**src/rtl/pipe_muldiv.sv**
```systemverilog
// ---------------------------------------------------------------------------
// pipe_muldiv -- iterative multiply/divide unit for the EX stage.
//
// Executes MULT / MULTU / DIV / DIVU on the forwarded ID/EX operands with one
// radix-2 iteration per clock, and holds the HI/LO result registers that
// MFHI/MFLO read. While an operation is in flight the front of the pipeline
// is frozen through estall; the owning instruction leaves EX in the DONE
// cycle, when estall drops.
//
// Ports:
//   clock   in   pipeline clock (shared with the EX/MEM register)
//   clr     in   synchronous active-high reset
//   estart  in   EX instruction is a mul/div (sampled only in IDLE)
//   eop     in   00 MULT, 01 MULTU, 10 DIV, 11 DIVU
//   ea, eb  in   rs / rt operands after forwarding
//   ehi     out  HI register (product upper half / remainder)
//   elo     out  LO register (product lower half / quotient)
//   ebusy   out  registered, high in RUN and FIX
//   edone   out  registered, one-cycle pulse in DONE
//   edivz   out  registered divide-by-zero flag of the last completed op
//   estall  out  combinational pipeline freeze request
// ---------------------------------------------------------------------------
module pipe_muldiv #(
    parameter int WIDTH = 32
) (
    input  logic             clock,
    input  logic             clr,
    input  logic             estart,
    input  logic [1:0]       eop,
    input  logic [WIDTH-1:0] ea,
    input  logic [WIDTH-1:0] eb,
    output logic [WIDTH-1:0] ehi,
    output logic [WIDTH-1:0] elo,
    output logic             ebusy,
    output logic             edone,
    output logic             edivz,
    output logic             estall
);

    localparam int CW = (WIDTH > 1) ? $clog2(WIDTH) : 1;

    typedef enum logic [1:0] {
        IDLE = 2'd0,
        RUN  = 2'd1,
        FIX  = 2'd2,
        DONE = 2'd3
    } state_t;

    state_t               state_reg;
    logic                 div_reg;      // 1: divide, 0: multiply
    logic [WIDTH-1:0]     b_reg;        // multiplicand or divisor magnitude
    logic [2*WIDTH-1:0]   acc_reg;      // mul: {hi, lo/multiplier}; div: {rem, quo}
    logic [CW-1:0]        count_reg;
    logic                 neg_lo_reg;   // negate product / quotient
    logic                 neg_hi_reg;   // negate remainder (dividend negative)
    logic [WIDTH-1:0]     ehi_reg;
    logic [WIDTH-1:0]     elo_reg;
    logic                 ebusy_reg;
    logic                 edone_reg;
    logic                 edivz_reg;

    // Operand decode for the start cycle
    logic                 is_signed;
    logic                 is_div;
    logic [WIDTH-1:0]     a_mag;
    logic [WIDTH-1:0]     b_mag;

    // Iteration datapath
    logic [WIDTH:0]       mul_sum;
    logic [2*WIDTH-1:0]   mul_next;
    logic [WIDTH:0]       rem_sh;
    logic [WIDTH:0]       trial;
    logic                 trial_ok;
    logic [2*WIDTH-1:0]   div_next;

    // Sign fix-up
    logic [2*WIDTH-1:0]   prod_fix;
    logic [WIDTH-1:0]     quo_fix;
    logic [WIDTH-1:0]     rem_fix;

    always_comb begin
        is_signed = ~eop[0];
        is_div    = eop[1];
        // -2^(WIDTH-1) negates to itself, which read unsigned is exactly
        // the required magnitude 2^(WIDTH-1).
        a_mag = (is_signed && ea[WIDTH-1]) ? (~ea + 1'b1) : ea;
        b_mag = (is_signed && eb[WIDTH-1]) ? (~eb + 1'b1) : eb;
    end

    always_comb begin
        // Shift-add: the extra sum bit is the carry-out, which shifts into
        // the top of the accumulator.
        mul_sum  = {1'b0, acc_reg[2*WIDTH-1:WIDTH]}
                 + (acc_reg[0] ? {1'b0, b_reg} : {(WIDTH+1){1'b0}});
        mul_next = {mul_sum, acc_reg[WIDTH-1:1]};

        // Restoring division: the shifted remainder can exceed WIDTH bits
        // before the subtract, so it is carried at WIDTH+1 bits.
        rem_sh   = {acc_reg[2*WIDTH-1:WIDTH], acc_reg[WIDTH-1]};
        trial    = rem_sh - {1'b0, b_reg};
        trial_ok = (rem_sh >= {1'b0, b_reg});
        div_next = trial_ok ? {trial[WIDTH-1:0], acc_reg[WIDTH-2:0], 1'b1}
                            : {rem_sh[WIDTH-1:0], acc_reg[WIDTH-2:0], 1'b0};
    end

    always_comb begin
        prod_fix = neg_lo_reg ? (~acc_reg + 1'b1) : acc_reg;
        quo_fix  = neg_lo_reg ? (~acc_reg[WIDTH-1:0] + 1'b1) : acc_reg[WIDTH-1:0];
        rem_fix  = neg_hi_reg ? (~acc_reg[2*WIDTH-1:WIDTH] + 1'b1)
                              : acc_reg[2*WIDTH-1:WIDTH];
    end

    always_ff @(posedge clock) begin
        if (clr) begin
            state_reg  <= IDLE;
            div_reg    <= 1'b0;
            b_reg      <= '0;
            acc_reg    <= '0;
            count_reg  <= '0;
            neg_lo_reg <= 1'b0;
            neg_hi_reg <= 1'b0;
            ehi_reg    <= '0;
            elo_reg    <= '0;
            ebusy_reg  <= 1'b0;
            edone_reg  <= 1'b0;
            edivz_reg  <= 1'b0;
        end else begin
            edone_reg <= 1'b0;
            case (state_reg)
                IDLE: begin
                    if (estart) begin
                        div_reg    <= is_div;
                        b_reg      <= b_mag;
                        acc_reg    <= {{WIDTH{1'b0}}, a_mag};
                        count_reg  <= '0;
                        neg_lo_reg <= is_signed & (ea[WIDTH-1] ^ eb[WIDTH-1]);
                        neg_hi_reg <= is_signed & is_div & ea[WIDTH-1];
                        if (is_div && (eb == '0)) begin
                            // Divide by zero skips the iteration entirely.
                            ehi_reg   <= ea;
                            elo_reg   <= '1;
                            edivz_reg <= 1'b1;
                            edone_reg <= 1'b1;
                            state_reg <= DONE;
                        end else begin
                            ebusy_reg <= 1'b1;
                            state_reg <= RUN;
                        end
                    end
                end
                RUN: begin
                    acc_reg   <= div_reg ? div_next : mul_next;
                    count_reg <= count_reg + CW'(1);
                    if (count_reg == CW'(WIDTH - 1)) begin
                        state_reg <= FIX;
                    end
                end
                FIX: begin
                    if (div_reg) begin
                        ehi_reg <= rem_fix;
                        elo_reg <= quo_fix;
                    end else begin
                        ehi_reg <= prod_fix[2*WIDTH-1:WIDTH];
                        elo_reg <= prod_fix[WIDTH-1:0];
                    end
                    edivz_reg <= 1'b0;
                    ebusy_reg <= 1'b0;
                    edone_reg <= 1'b1;
                    state_reg <= DONE;
                end
                default: begin
                    // DONE: estart is deliberately not looked at here.
                    state_reg <= IDLE;
                end
            endcase
        end
    end

    assign ehi    = ehi_reg;
    assign elo    = elo_reg;
    assign ebusy  = ebusy_reg;
    assign edone  = edone_reg;
    assign edivz  = edivz_reg;
    assign estall = ebusy_reg | (estart & (state_reg == IDLE));

endmodule

```
**config.mk**
```make
export PLATFORM = sky130hd
export DESIGN_NAME = pipe_muldiv
export DESIGN_NICKNAME = d
export VERILOG_FILES = /design/src/rtl/pipe_muldiv.sv
export SDC_FILE = /design/constraint.sdc
export NUM_CORES = 1
export LEC_CHECK = 0
export BUFFER_PORTS_ARGS = -buffer_cell sky130_fd_sc_hd__buf_2
export CAP_MARGIN = 20
export CORE_MARGIN = 5
export CORE_UTILIZATION = 25
export DETAILED_ROUTE_END_ITERATION = 10
export GPL_ROUTABILITY_DRIVEN = 1
export PLACE_DENSITY = 0.46
export REMOVE_ABC_BUFFERS = 1
export SYNTH_ARGS = -nofsm -noshare
export SYNTH_HDL_FRONTEND = slang
export SYNTH_SLANG_ARGS = --single-unit
```
**constraint.sdc**
```tcl
create_clock -name clock -period 5.22 [get_ports clock]
set_clock_uncertainty 0.05 [all_clocks]
set_input_delay 0.522 -clock clock [delete_from_list [all_inputs] [get_ports clock]]
set_output_delay 0.522 -clock clock [all_outputs]
set_load 0.03 [all_outputs]
```
# ---- Word-level counts from Yosys, hierarchy flattened
# Index checks and enable logic that the tools add are counted.
dict set report word_totals {
  regBits 173
  output_inout_bits 68
  elab_cells 85
}
dict set report classes {
  add_sub_neg 8
  magnitude_cmp 1
  eq_ne 7
  mux 33
  bitwise 12
  n_reduce_logical 12
}
# operator count
set ops {}
lappend ops {{$mux 32} 11}
lappend ops {{$mux 64} 4}
lappend ops {{$add 32x1->32 const B} 4}
lappend ops {{$not 32->32} 4}
lappend ops {{$pmux 32 s2} 2}
lappend ops {{$pmux 64 s2} 1}
lappend ops {{$add 64x1->64 const B} 1}
lappend ops {{$not 64->64} 1}
lappend ops {{$add 32x32->33} 1}
lappend ops {{$ge 33x32->1} 1}
lappend ops {{$logic_not 32->1} 1}
lappend ops {{$sub 32x32->32} 1}
lappend ops {{$pmux 5 s2} 1}
lappend ops {{$ne 2x2->1 const B} 4}
lappend ops {{$mux 1} 6}
lappend ops {{$mux 2} 3}
lappend ops {{$pmux 1 s2} 3}
lappend ops {{$pmux 2 s3} 1}
lappend ops {{$reduce_and 2->1} 3}
lappend ops {{$reduce_and 3->1} 2}
lappend ops {{$add 5x1->5 const B} 1}
lappend ops {{$eq 5x5->1 const B} 1}
lappend ops {{$mux 5} 1}
lappend ops {{$and 1x1->1} 4}
lappend ops {{8 further kinds} 11}

# ---- Depth between registers and ports, before layout
dict set report depth {
  depth_word 5
  mapped_depth 15
  mapped_depth_nobuf 14
}

# ---- Worst setup path after synthesis
# Ideal clock, no wire load.
dict set report synth_path {
  kind {reg-to-reg}
  from {register acc_reg[0]}
  to {register acc_reg[55]}
  arrival_ps 3063
  t_required_ps 5053
  setup_slack_ps 1989
  path_stages_with_launch 15
  n_path_buf 1
  period_less_slack_ps 3231
  path_cell_list {dfxtp_1 -> inv_1 -> clkbuf_1 -> nor2_1 -> ha_1 -> a21oi_1 -> o21ai_0 -> a21o_1 -> a31o_2 -> a41oi_1 -> o21bai_1 -> a221oi_1 -> xnor2_1 -> o21ai_1 -> a32o_1}
}
dict set report synth_via {
  elab_chain_len 4
}
# item line
set synth_lines {}
lappend synth_lines {{start: declaration} 52} ;# logic [2*WIDTH-1:0] acc_reg;
lappend synth_lines {{start signal: assignment} 134} ;# acc_reg <= {{WIDTH{1'b0}}, a_mag};
lappend synth_lines {{start signal: assignment} 152} ;# acc_reg <= div_reg ? div_next : mul_next;
lappend synth_lines {{$mux 32} 94} ;# + (acc_reg[0] ? {1'b0, b_reg} : {(WIDTH+1){1'b0}});
lappend synth_lines {{$add 32x32->33} 94}
lappend synth_lines {{$mux 64} 152}
lappend synth_lines {{$pmux 64 s2} 129} ;# case (state_reg)
# Every way passes these cells.
# A chain may end at the register's enable or synchronous reset.

# ---- Final worst setup path
dict set report layout_path {
  from {register acc_reg[32]}
  to {register ehi_reg[22] (netlist: ehi[22])}
}
dict set report layout_via {
  elab_chain_len 5
  word_cells_on_any_way 8
}
# item line
set layout_lines {}
lappend layout_lines {{$not 64->64 or $not 32->32 (tied branches)} {107, 109}}
lappend layout_lines {{$add 64x1->64 or $add 32x1->32 (tied branches)} {107, 109}}
lappend layout_lines {{$mux 64 or $mux 32 (tied branches)} {107, 109}}
lappend layout_lines {{$mux 32 *} 159} ;# if (div_reg) begin
lappend layout_lines {{$pmux 32 s2 *} 129}
lappend layout_lines {{end signal: assignment} 160} ;# ehi_reg <= rem_fix;
lappend layout_lines {{end signal: assignment} 163} ;# ehi_reg <= prod_fix[2*WIDTH-1:WIDTH];
lappend layout_lines {{end: declaration} 56} ;# logic [WIDTH-1:0] ehi_reg;
# Mark *: on every way between the ends. The rest lies on a longest branch, timed or not.

==> impl_metrics.csv <==
group,metric,value,unit
run_status,status,"finished, final reports clean",
synthesis,synth-async-reset-ratio,0,%
global_route,grt_max_degree,68,
hold_path,hold_class,"primary input to flop",
routing,drc,0,
routing,wl_per_cell,18.9,µm
floorplanning,core_region_area,55200,µm²
critical_path,cpMaxStageDelayCell,"dfxtp_1",
routing,drt_wl_total,50900,µm
synthesis,yosysUniqueCellTypes,86,
cts,htree_levels,4,
critical_path,arrival,4.29,ns
synthesis,ys_seq_area_share,24.8,%
cts,clk_latency,0.49,ns
critical_path,crit_type,"flop to flop",
floorplanning,dieWidth,246,µm
cts,root_buffer,"clkbuf_16",
timing,tightestPinTransition,1.09,ns
global_route,grt_pass1_wl,78900,µm
final_layout,nFillCells,6059,
hold_path,hold_path_end,"div_reg$_SDFFE_PP0P_",
timing,setup_tns,0,ns
hold_path,min_from,"eop[1]",
critical_path,rr_endpoint,"ehi[22]$_SDFFE_PP0P_",
cts,cts.sink_count,173,
floorplanning,die-area,60700,µm²
global_route,first_global_vias,13380,
final_layout,area_growth,13.3,%
critical_path,slowest_delay,0.48,ns
place,dp.cells,2658,
pwr,peakVddDrop,0.000321,V
pwr,leakage,6.28,nW
timing,maxSlewHeadroom,26.8,%
critical_path,critPathMaxFanout,9,
place,gp_congestion,0.857,
global_route,overflow,0,
cts,clkTransAtPathRegs,0.07,ns
critical_path,critical_path_required,5.51,ns
routing,drtIter0Drc,777,
routing,routed_via_density,5.10,
place,numPortBuffers,136,
synthesis,synth_ff_type,"dfxtp_1",
cts,clockBufferDepth,2,
timing,fin_crit_sh,76.6,%
routing,first_pass_iters,5,
synthesis,synth_edf_count,0,
timing,grt_setup_unrepaired,"false",
place,dp_hpwl,40100,µm
synthesis,synth_area,14000,µm²
timing,hold_violations,0,
synthesis,avgSynthCellArea,7.43,µm²
cts,post-cts-setup-buffer-count,0,
routing,postRouteAntennaNets,0,
critical_path,start_kind,"flop",
final_layout,instances_no_fill,2691,
global_route,grt_usage,16.6,%
pwr,powerDensity,443,nW/µm²
critical_path,worst_setup_path_end_kind,"flop",
critical_path,worstPathCellList,"inv_1, ha_1, or3b_1, nor3_1, nand3_1, or3_1, or3_1, nor3_1, a2bb2oi_2, a21oi_1, xnor2_1, o22ai_1",
synthesis,yosys_warnings,0,
critical_path,rr_startpoint,"acc_reg[32]$_SDFFE_PP0P_",
floorplanning,ios,137,
timing,period_needed,4.00,ns
critical_path,r2r.worst_path.cells,12,
flow_run,drv_cap,0,
final_layout,nNetsFinal,2075,
synthesis,syn_inst,1881,
cts,cts_tree,"done",
timing,setup_viol,0,
routing,dr_total_vias,13721,
global_route,antenna_found_initial,1,
floorplanning,core.rowCount,86,
final_layout,drive_above_1_share,11.5,%
synthesis,ys_ff_latch,173,
cts,ctsResizeCount,0,
hold_path,hold_depth,3,
floorplanning,initial_utilization,25.3,%
floorplanning,die_h,246,µm
timing,max_freq,0.250,GHz
timing,maxSlewViolCount,0,
final_layout,largest_reg_flops,64,
cts,hold_buffers,0,
cts,cts_buffers,17,
critical_path,r2r_setup_slack,1.22,ns
[cells in the final DEF, fill, tap and decap left out, drive strengths merged, types with 6 or more instances in the layout]
master / Yosys / final
nand2b: 17 / 17
a21o: 34 / 34
or2: 10 / 10
and2: 8 / 8
o41ai: 14 / 14
xnor2: 93 / 93
ha: 74 / 74
a311oi: 38 / 38
a31oi: 9 / 9
nor2: 186 / 186
a21oi: 156 / 156
or3: 26 / 26
a211oi: 39 / 39
nand2: 209 / 209
clkbuf: 99 / 19
buf: 29 / 158
nand4: 8 / 8
dfxtp: 173 / 173
inv: 73 / 78
and3: 13 / 13
a22o: 13 / 13
nor3: 35 / 35
or4: 17 / 17
nor4: 18 / 18
nand3: 39 / 39
o21bai: 11 / 11
xor2: 75 / 75
clkinv: 1 / 6
o22ai: 29 / 29
nor2b: 11 / 11
o31ai: 19 / 19
o211ai: 47 / 47
o21a: 7 / 7
o21ai: 120 / 120
a22oi: 37 / 37
mux2i: 36 / 36
[critical path, delay by kind of cell, from the launching register on]
| family | cells | cell delay, ns |
|---|---|---|
| simple gates | 6 | 1.99 |
| compound gates | 3 | 0.51 |
| flops | 1 | 0.48 |
| xor+xnor | 1 | 0.34 |
| fa+ha+maj | 1 | 0.27 |
| buf+inv | 1 | 0.20 |
[cell families after synthesis]
family	Yosys count	synth area share (%)
multiplexers	39	2.82
adder cells (fa/ha/maj)	76	6.91
AND/OR/NAND/NOR	607	20.2
XOR/XNOR	168	10.6
buffers and inverters	202	5.69
flip-flops	173	24.8
AO/OA/AOI/OAI	616	29.1
[per-stage QoR]
stage,setup slack (ns),area [µm²],hold slack [ns],utilization (%),total power [W]
4_1_cts,1.27,15800,0.204,28.6,0.00707
3_5_place_dp,1.03,15300,0.436,27.7,0.00581
5_1_grt,0.965,15800,0.220,28.7,0.00758
3_3_place_gp,1.14,15300,0.425,27.7,0.00576
2_1_floorplan,0.711,13500,0.393,-,0.00460
6_report,1.22,15800,0.243,28.7,0.00702
[routing by layer]
layer / GRT usage, % / vias to the layer above / wire length, µm
met5: 0 / - / 0
met4: 5.53 / 0 / 1350
met3: 2.91 / 55 / 2110
met2: 27.1 / 294 / 23700
met1: 22.1 / 6416 / 23800
li1: - / 6956 / -
[how the worst max path moves through the flow]
stage	from	end	slack, ns	cells past startpoint
global route	acc_reg[32]$_SDFFE_PP0P_	ehi[22]$_SDFFE_PP0P_	0.96	12
finish	acc_reg[32]$_SDFFE_PP0P_	ehi[22]$_SDFFE_PP0P_	1.22	12
global placement	eb[11]	ehi[22]$_SDFFE_PP0P_	1.14	11
CTS	acc_reg[32]$_SDFFE_PP0P_	ehi[22]$_SDFFE_PP0P_	1.27	12
detailed placement	eb[11]	ehi[22]$_SDFFE_PP0P_	1.03	11
floorplan	state_reg[1]$_SDFFE_PP0P_	acc_reg[60]$_SDFFE_PP0P_	0.71	7
[power by group]
group          internal (W)  switching, W
Clock              0.000618      0.000609
Sequential          0.00159      0.000364
Combinational       0.00136       0.00247
Total               0.00357       0.00345
[area by class of cell]
type,count,area [µm²],area share [%]
diodes,1,2.50,0.0158
flip-flops and latches,173,3470,21.9
multi-input cells,1506,9730,61.4
clock inverters,12,110,0.695
well taps,748,936,5.91
repair buffers,158,881,5.56
clock buffers,19,433,2.73
inverters,74,278,1.75
[cell usage after synthesis, drive strengths merged, types with 9 or more instances]
| cell type | instances | area [µm²] |
|---|---|---|
| or2 | 10 | 62.6 |
| buf | 29 | 145 |
| o211ai | 47 | 358 |
| nor3 | 35 | 175 |
| nor4 | 18 | 134 |
| o31ai | 19 | 148 |
| and3 | 13 | 81.3 |
| nand2 | 209 | 790 |
| o22ai | 29 | 181 |
| a22oi | 37 | 278 |
| o41ai | 14 | 123 |
| nand2b | 17 | 106 |
| or4 | 17 | 139 |
| nand3 | 39 | 195 |
| a31oi | 9 | 56.3 |
| or3 | 26 | 168 |
| dfxtp | 173 | 3460 |
| xnor2 | 93 | 815 |
| o21bai | 11 | 82.6 |
| a21o | 34 | 255 |
| inv | 73 | 274 |
| mux2i | 36 | 360 |
| o21ai | 120 | 604 |
| nor2b | 11 | 68.8 |
| clkbuf | 99 | 372 |
| a311oi | 38 | 333 |
| nor2 | 186 | 713 |
| xor2 | 75 | 664 |
| a22o | 13 | 114 |
| a211oi | 39 | 293 |
| a21oi | 156 | 785 |
| ha | 74 | 926 |
No activity file was read; power rests on OpenSTA's default activity.
